### src/rtl/counter_mon_defs.sv
// Shared definitions for the four-bit wrap monitor: state codes, step
// classification and the helper that classifies one sampled step.
package counter_mon_defs;

    localparam int Q_W = 4;
    localparam logic [Q_W-1:0] Q_MAX = 4'hF;

    typedef enum logic [1:0] {
        ST_INIT  = 2'b00,
        ST_TRACK = 2'b01,
        ST_FAULT = 2'b10
    } mon_state_t;

    // How the newest sample relates to the previous one.
    typedef enum logic [1:0] {
        STEP_HOLD,
        STEP_NEXT,
        STEP_RESTART,
        STEP_ILLEGAL
    } step_kind_t;

    // Classify a prev -> cur transition of a free-running 4-bit up counter.
    // A 15 -> 0 transition falls out as STEP_NEXT because the increment wraps.
    function automatic step_kind_t classify_step(input logic [Q_W-1:0] prev,
                                                 input logic [Q_W-1:0] cur);
        logic [Q_W-1:0] nxt;
        nxt = prev + 4'd1;
        if (cur == prev) begin
            return STEP_HOLD;
        end
        if (cur == nxt) begin
            return STEP_NEXT;
        end
        if (cur == '0) begin
            return STEP_RESTART;
        end
        return STEP_ILLEGAL;
    endfunction

endpackage

### src/rtl/four_bit_wrap_monitor_if.sv
// Bus between the upstream-counter side and the wrap monitor.
// master: drives count/compare/clear and observes results.
// slave:  the monitor itself.
interface four_bit_wrap_monitor_if #(parameter int WRAP_W = 8);

    logic [counter_mon_defs::Q_W-1:0] q;
    logic [counter_mon_defs::Q_W-1:0] match;
    logic                             clear;
    logic                             wrap_tick;
    logic                             match_tick;
    logic [WRAP_W-1:0]                wrap_cnt;
    logic                             wrap_sat;
    logic                             step_err;
    logic                             fault;

    modport master (
        output q, match, clear,
        input  wrap_tick, match_tick, wrap_cnt, wrap_sat, step_err, fault
    );

    modport slave (
        input  q, match, clear,
        output wrap_tick, match_tick, wrap_cnt, wrap_sat, step_err, fault
    );

endinterface

### src/rtl/q_sync2.sv
// Two-flop sampler bringing the asynchronous upstream count into the clk
// domain. Both stages are exposed: s2 is the decision value, s1 is what s2
// will hold after the next edge.
module q_sync2
    import counter_mon_defs::*;
(
    input  logic           clk,
    input  logic           reset,
    input  logic [Q_W-1:0] d,
    output logic [Q_W-1:0] s1,
    output logic [Q_W-1:0] s2
);

    logic [Q_W-1:0] s1_q;
    logic [Q_W-1:0] s2_q;

    // Sampler pipeline, cleared asynchronously.
    // NOTE: non-blocking assignments let s2_q take the old s1_q on the same edge.
    always_ff @(posedge clk or posedge reset) begin
        if (reset) begin
            s1_q <= '0;
            s2_q <= '0;
        end else begin
            s1_q <= d;
            s2_q <= s1_q;
        end
    end

    assign s1 = s1_q;
    assign s2 = s2_q;

endmodule

### src/rtl/four_bit_wrap_monitor.sv
// Watches a 4-bit up counter running in another clock domain. After
// synchronisation it checks every step: legal increments and 15->0 wraps are
// accepted (with wrap and match pulses), a jump to 0 is taken as an upstream
// restart, anything else is a fault that holds until clear.
module four_bit_wrap_monitor
    import counter_mon_defs::*;
#(
    parameter int WRAP_W = 8
) (
    input  logic                     clk,
    input  logic                     reset,
    four_bit_wrap_monitor_if.slave   mon
);

    localparam logic [WRAP_W-1:0] CNT_MAX = '1;

    logic [Q_W-1:0]    s1;
    logic [Q_W-1:0]    s2;

    mon_state_t        state_q, state_d;
    logic              warm_q, warm_d;
    logic [Q_W-1:0]    prev_q, prev_d;
    logic [WRAP_W-1:0] wrap_cnt_q, wrap_cnt_d;
    logic              wrap_sat_q, wrap_sat_d;
    logic              wrap_tick_q, wrap_tick_d;
    logic              match_tick_q, match_tick_d;
    logic              step_err_q, step_err_d;
    logic              fault_q, fault_d;
    step_kind_t        step;

    q_sync2 u_sync (
        .clk   (clk),
        .reset (reset),
        .d     (mon.q),
        .s1    (s1),
        .s2    (s2)
    );

    // Relation of the synchronised sample to the last accepted value.
    always_comb begin
        step = classify_step(prev_q, s2);
    end

    // FSM next state, prev tracking and per-step pulses.
    // NOTE: every output gets a default first so no path leaves a latch behind.
    always_comb begin
        state_d      = state_q;
        prev_d       = prev_q;
        warm_d       = 1'b1;
        wrap_tick_d  = 1'b0;
        match_tick_d = 1'b0;
        step_err_d   = 1'b0;
        case (state_q)
            ST_INIT: begin
                // warm_q marks that s1 holds a real sample; loading prev from s1
                // on the same edge s2 takes that sample keeps prev == s2.
                if (warm_q) begin
                    prev_d  = s1;
                    state_d = ST_TRACK;
                end
            end
            ST_TRACK: begin
                case (step)
                    STEP_HOLD: begin
                    end
                    STEP_NEXT: begin
                        prev_d       = s2;
                        wrap_tick_d  = (prev_q == Q_MAX);
                        match_tick_d = (s2 == mon.match);
                    end
                    STEP_RESTART: begin
                        prev_d = '0;
                    end
                    default: begin
                        prev_d     = s2;
                        step_err_d = 1'b1;
                        state_d    = ST_FAULT;
                    end
                endcase
            end
            ST_FAULT: begin
                if (mon.clear) begin
                    state_d = ST_INIT;
                end
            end
            default: begin
                state_d = ST_INIT;
            end
        endcase
        fault_d = (state_d == ST_FAULT);
    end

    // Saturating wrap counter; clear has the last word, even against a wrap.
    always_comb begin
        wrap_cnt_d = wrap_cnt_q;
        if (wrap_tick_d && (wrap_cnt_q != CNT_MAX)) begin
            wrap_cnt_d = wrap_cnt_q + 1'b1;
        end
        if (mon.clear) begin
            wrap_cnt_d = '0;
        end
        wrap_sat_d = mon.clear ? 1'b0 : (wrap_sat_q | (wrap_cnt_d == CNT_MAX));
    end

    // State and output registers.
    always_ff @(posedge clk or posedge reset) begin
        if (reset) begin
            state_q      <= ST_INIT;
            warm_q       <= 1'b0;
            prev_q       <= '0;
            wrap_cnt_q   <= '0;
            wrap_sat_q   <= 1'b0;
            wrap_tick_q  <= 1'b0;
            match_tick_q <= 1'b0;
            step_err_q   <= 1'b0;
            fault_q      <= 1'b0;
        end else begin
            state_q      <= state_d;
            warm_q       <= warm_d;
            prev_q       <= prev_d;
            wrap_cnt_q   <= wrap_cnt_d;
            wrap_sat_q   <= wrap_sat_d;
            wrap_tick_q  <= wrap_tick_d;
            match_tick_q <= match_tick_d;
            step_err_q   <= step_err_d;
            fault_q      <= fault_d;
        end
    end

    assign mon.wrap_tick  = wrap_tick_q;
    assign mon.match_tick = match_tick_q;
    assign mon.wrap_cnt   = wrap_cnt_q;
    assign mon.wrap_sat   = wrap_sat_q;
    assign mon.step_err   = step_err_q;
    assign mon.fault      = fault_q;

endmodule

### src/flat_wrapper.sv
// flat-port wrapper written by rule: the top's interface ports become plain ports
module four_bit_wrap_monitor_flat import counter_mon_defs::*;
#(
    parameter int WRAP_W = 8
)
  (clk, reset, mon_q, mon_match, mon_clear, mon_wrap_tick, mon_match_tick, mon_wrap_cnt, mon_wrap_sat, mon_step_err, mon_fault);
  four_bit_wrap_monitor_if #(.WRAP_W(WRAP_W)) mon_i ();
  input  logic clk;
  input  logic reset;
  input wire logic [$bits(mon_i.q)-1:0] mon_q;
  input wire logic [$bits(mon_i.match)-1:0] mon_match;
  input wire logic [$bits(mon_i.clear)-1:0] mon_clear;
  output wire logic [$bits(mon_i.wrap_tick)-1:0] mon_wrap_tick;
  output wire logic [$bits(mon_i.match_tick)-1:0] mon_match_tick;
  output wire logic [$bits(mon_i.wrap_cnt)-1:0] mon_wrap_cnt;
  output wire logic [$bits(mon_i.wrap_sat)-1:0] mon_wrap_sat;
  output wire logic [$bits(mon_i.step_err)-1:0] mon_step_err;
  output wire logic [$bits(mon_i.fault)-1:0] mon_fault;
  assign mon_i.q = mon_q;
  assign mon_i.match = mon_match;
  assign mon_i.clear = mon_clear;
  assign mon_wrap_tick = mon_i.wrap_tick;
  assign mon_match_tick = mon_i.match_tick;
  assign mon_wrap_cnt = mon_i.wrap_cnt;
  assign mon_wrap_sat = mon_i.wrap_sat;
  assign mon_step_err = mon_i.step_err;
  assign mon_fault = mon_i.fault;
  four_bit_wrap_monitor #(.WRAP_W(WRAP_W)) u_core (.clk(clk), .reset(reset), .mon(mon_i));
endmodule
### config.mk
export PLATFORM = sky130hd
export DESIGN_NAME = four_bit_wrap_monitor_flat
export DESIGN_NICKNAME = d
export VERILOG_FILES = /design/src/rtl/counter_mon_defs.sv /design/src/rtl/four_bit_wrap_monitor_if.sv /design/src/rtl/q_sync2.sv /design/src/rtl/four_bit_wrap_monitor.sv /design/src/flat_wrapper.sv
export SDC_FILE = /design/constraint.sdc
export NUM_CORES = 1
export LEC_CHECK = 0
export ABC_AREA = 0
export BUFFER_PORTS_ARGS = -buffer_cell sky130_fd_sc_hd__buf_2
export CAP_MARGIN = 25
export CELL_PAD_IN_SITES_DETAIL_PLACEMENT = 1
export CELL_PAD_IN_SITES_GLOBAL_PLACEMENT = 1
export CORE_MARGIN = 3
export CORE_UTILIZATION = 40
export DETAILED_ROUTE_END_ITERATION = 6
export PLACE_DENSITY = 0.74
export SYNTH_ARGS = -nofsm -noshare
export SYNTH_HDL_FRONTEND = slang
export SYNTH_SLANG_ARGS = --single-unit
### constraint.sdc
create_clock -name clk -period 2.9 [get_ports clk]
set_input_delay 0.29 -clock clk [delete_from_list [all_inputs] [get_ports clk]]
set_output_delay 0.29 -clock clk [all_outputs]
set_load 0.01 [all_outputs]
==> results.txt <==
- Run status: finished, final reports clean
- The clock network is responsible for a little over a fifth of the overall power.
- # IOs: 24
- Clock latency on the worst-skew pair, taken at its later pin, is ~330 ps.
- In the final routed layout, each cell accounts on average for about 15 um.
* Maximum operating frequency: 426 MHz
* I/O Buffers: 23
- The die is about 66 um wide.
- At the pin with the least slew margin, the transition time is between 500 and 600 ps.
* Total power per unit cell area: around 740 nW/um2
- Cells fill between 40% and 50% of the core in the end.
- At the worst endpoint, the required time is about 3200 ps.
* DPL Wire Length: about 2.4 mm
* Pin count of the biggest net entering global routing: 17
* Final Slew Violations: 0
- Once the floorplan was initialized, standard cells occupied a little over two fifths of the core.
* First-pass GRT wire length: about 5.3 mm
* Peak supply drop: slightly below 400 uV
* Worst min path class: input pin to flip-flop
* Ant. Diodes: 0
* Number of detailed-route iterations in the first pass: 4
* Gate count after technology mapping: 139
- Clock transition at the register clock pins on the worst setup and hold paths after CTS: about 150 ps
- Minimum clock period: about 2300 ps
- In this run the number of H-tree levels came out at 1.
* Leading area contributor after synthesis: sky130_fd_sc_hd__dfrtp_1
- Most area-consuming cells after synthesis: sky130_fd_sc_hd__dfrtp_1 (49%), sky130_fd_sc_hd__xnor2_1 (4.9%), sky130_fd_sc_hd__xor2_1 (4.3%)
* Sum Neg Setup Slack: 0 ps
* Syn-to-layout area delta: 16.2%
- Leakage power of the design: 0.771 nW
- Area of all placed cells without fillers: approximately 1700 um2
- # hold bufs at CTS: 1
- Worst path setup slack after routing: between 500 and 600 ps
* Number of buffers added by the clock tree synthesis step: 3
- The die covers 4320 um2.
- Total placed instance area: 1590 um2
- Once the clock tree was built, the resizer swapped 0 gates to a different size.
- The detail route stage leaves a number of antenna-violating nets equal to 0.
- Total grt overflow: 0
* Maximum Capacitance Violations: 0
- Prior to clock tree synthesis, the placed netlist has a worst setup slack of 587 ps.
* Arr. time, crit path: 2610 ps
- Switching power summed over all nets: between 0.0004 and 0.0005 W
- In the final design database the tool counted about 180 nets.
* CTS tree: built
* Relative contribution of sequential cells to total power: a little over two fifths
* Max_slew headroom: between 60% and 70%
* Initial detailed-routing violation count: 35
- Share of final-layout standard cells stronger than drive strength 1: 22.2%
- Total DRC errors in the routed layout: 0
* Buffers inserted by post-CTS timing repair: 0
- Path type of the worst setup path: flip-flop to flip-flop
- The number of nets in the synthesized netlist is approximately 150.
* Sw frac: approximately 37%
- The final hold violation count came to 0.
- The floorplan step defined a core boundary enclosing ~3400 um2.
* Synthesized area divided by synthesized cell count: 10.3 um2
- Total power for the finished layout comes to between 0.001 and 0.0015 W.
- During synthesis, Yosys emitted a total of 0 warnings.
- Portion of the post-synthesis area used by sequential elements: 49.2%
- Across every metal layer, demand over resource in global routing totals between 15 and 20%.
* Worst-case clock buffer depth: 2
- Post-synthesis cell area: roughly 1400 um2
- Summed over its instances, the top area cell type makes up ~49% of the synthesized netlist area.
- Unrepaired setup endpoints after global routing: no
- Combinational logic burns around 37% of the power.
* Number of global-route vias before repair: roughly 1100
* Die Y-Extent: ~66 um
- For the final database, setup skew stands at roughly 6.2 ps.
- In this run the worst path has a maximum fanout of 8.
- Using the TritonRoute via totals, the vias-per-cell ratio works out to ~5.2.
- The worst setup path is launched from a flip-flop.
* Post-route fraction of the period consumed by the critical path: between 80% and 90%
- Design internal power: ~0.00077 W
* Number of different library cells in the post-synthesis netlist: 38
* Endpoints failing setup: 0
* Clk sinks: 28
- Crit. End Element: flip-flop
* Root buffer cell: sky130_fd_sc_hd__clkbuf_4
- Final Wtd Congestion: 0.799
- Antenna violations before repair: 0
- Standard-cell rows: 21
- After detailed routing, the total wire length is 3.09 mm.
- Routed via count: ~1100
- In this run, synthesis produced a sequential element count of 28.
[cell usage in the layout (no fill, tap or decap), drive strengths merged, types with 2 or more instances in the layout]
cell type	count
dfrtp	28
buf	24
nand2	16
nor2	15
xnor2	8
xor2	8
nand3	7
a31oi	5
and3	5
a21oi	4
nand4	4
nor3	4
nor4	3
inv	3
clkbuf	3
nor2b	2
nand2b	2
a21o	2
mux2i	2
ha	2
[routing by layer]
metal	wire, um	share of wire [%]	GRT usage [%]	up-vias
met5	0	0	0	-
met4	23	0.74	3.11	0
met3	92	3.0	4.10	4
met2	1590	51	27.3	15
met1	1380	45	20.6	529
li1	-	-	-	530
[cell usage after synthesis (all sizes together)]
cell and instances:
dfrtp 28, nand2 16, nor2 15, xnor2 8, xor2 8, nand3 7, a31oi 5, and3 5
a21oi 4, clkbuf 4, nand4 4, nor3 4, inv 3, nor4 3, a21o 2, buf 2
ha 2, mux2i 2, nand2b 2, nor2b 2, a32o 1, and4 1, conb 1, mux2 1
nand3b 1, nor3b 1, o2111ai 1, o211ai 1, o21bai 1, o31ai 1, o32ai 1, o41ai 1
xnor3 1
[worst max-delay path, cell delays in order (launching register included)]
cell and delay, ps:
sky130_fd_sc_hd__dfrtp_1 450, sky130_fd_sc_hd__ha_1 240, sky130_fd_sc_hd__xnor3_1 390, sky130_fd_sc_hd__nand3_1 180
sky130_fd_sc_hd__nor3_4 400, sky130_fd_sc_hd__mux2i_1 240, sky130_fd_sc_hd__nand3b_1 110, sky130_fd_sc_hd__o32ai_2 260
[through the flow]
stage / hold WS (ps) / std cells
after floorplan: 321 / 139
after global placement: 359 / 202
after detailed placement: 366 / 203
after CTS: 35.6 / 208
after global routing: 9.13 / 208
final: 43.9 / 208
[power groups by stage]
stage | Combinational [W] | Sequential [W] | Clock (W)
finish | 0.000446 | 0.000518 | 0.000258
global route | 0.000500 | 0.000532 | 0.000286
floorplan | 0.000360 | 0.000508 | 0
global placement | 0.000425 | 0.000524 | 0
detailed placement | 0.000446 | 0.000526 | 0
CTS | 0.000452 | 0.000519 | 0.000265
[sequential cells by signal (all words and copies together), names as in the netlist]
register	count
u_core.mon.wrap_tick	1
u_core.mon.fault	1
u_core.u_sync.s1	4
u_core.mon.wrap_cnt	8
u_core.state_q	2
u_core.mon.match_tick	1
u_core.warm_q	1
u_core.prev_q	4
u_core.mon.wrap_sat	1
u_core.u_sync.s2	4
u_core.mon.step_err	1
[cell families (layout without fill, tap and decap cells)]
group / count (synthesis) / count (layout) / share of synthesized area (%)
adders and majority gates: 2 / 2 / 1.76
xor gates and xnor gates: 17 / 17 / 11.9
muxes: 3 / 3 / 2.19
DFF: 28 / 28 / 49.2
buffers and inverters: 9 / 32 / 2.98
AOI/OAI and AO/OA: 18 / 18 / 9.75
other: 1 / 1 / 0.263
and+or+nand+nor: 61 / 61 / 21.9
[layout make-up]
type	count	area, um2
well taps	46	57.6
fillers	398	1730
inverters	3	11.3
repair buffers	25	153
clock inverters	1	30.0
clock buffers	3	22.5
flip-flops and latches	28	701
multi-input cells	102	682
[worst paths after layout]
check	start	end	slack [ps]	cells past startpoint
setup / recovery	u_core.prev_q[0]	u_core.mon.wrap_sat	550	7
max in group asynchronous	reset	u_core.prev_q[1]	1880	4
setup reg to reg	u_core.prev_q[0]	u_core.mon.wrap_sat	550	7
hold reg to reg	u_core.u_sync.s1[1]	u_core.u_sync.s2[1]	400	0
hold / removal	mon_q[2]	u_core.u_sync.s1[2]	40	1
min in group asynchronous	reset	u_core.state_q[0]	540	3
Power figures use the tool's default switching activity.
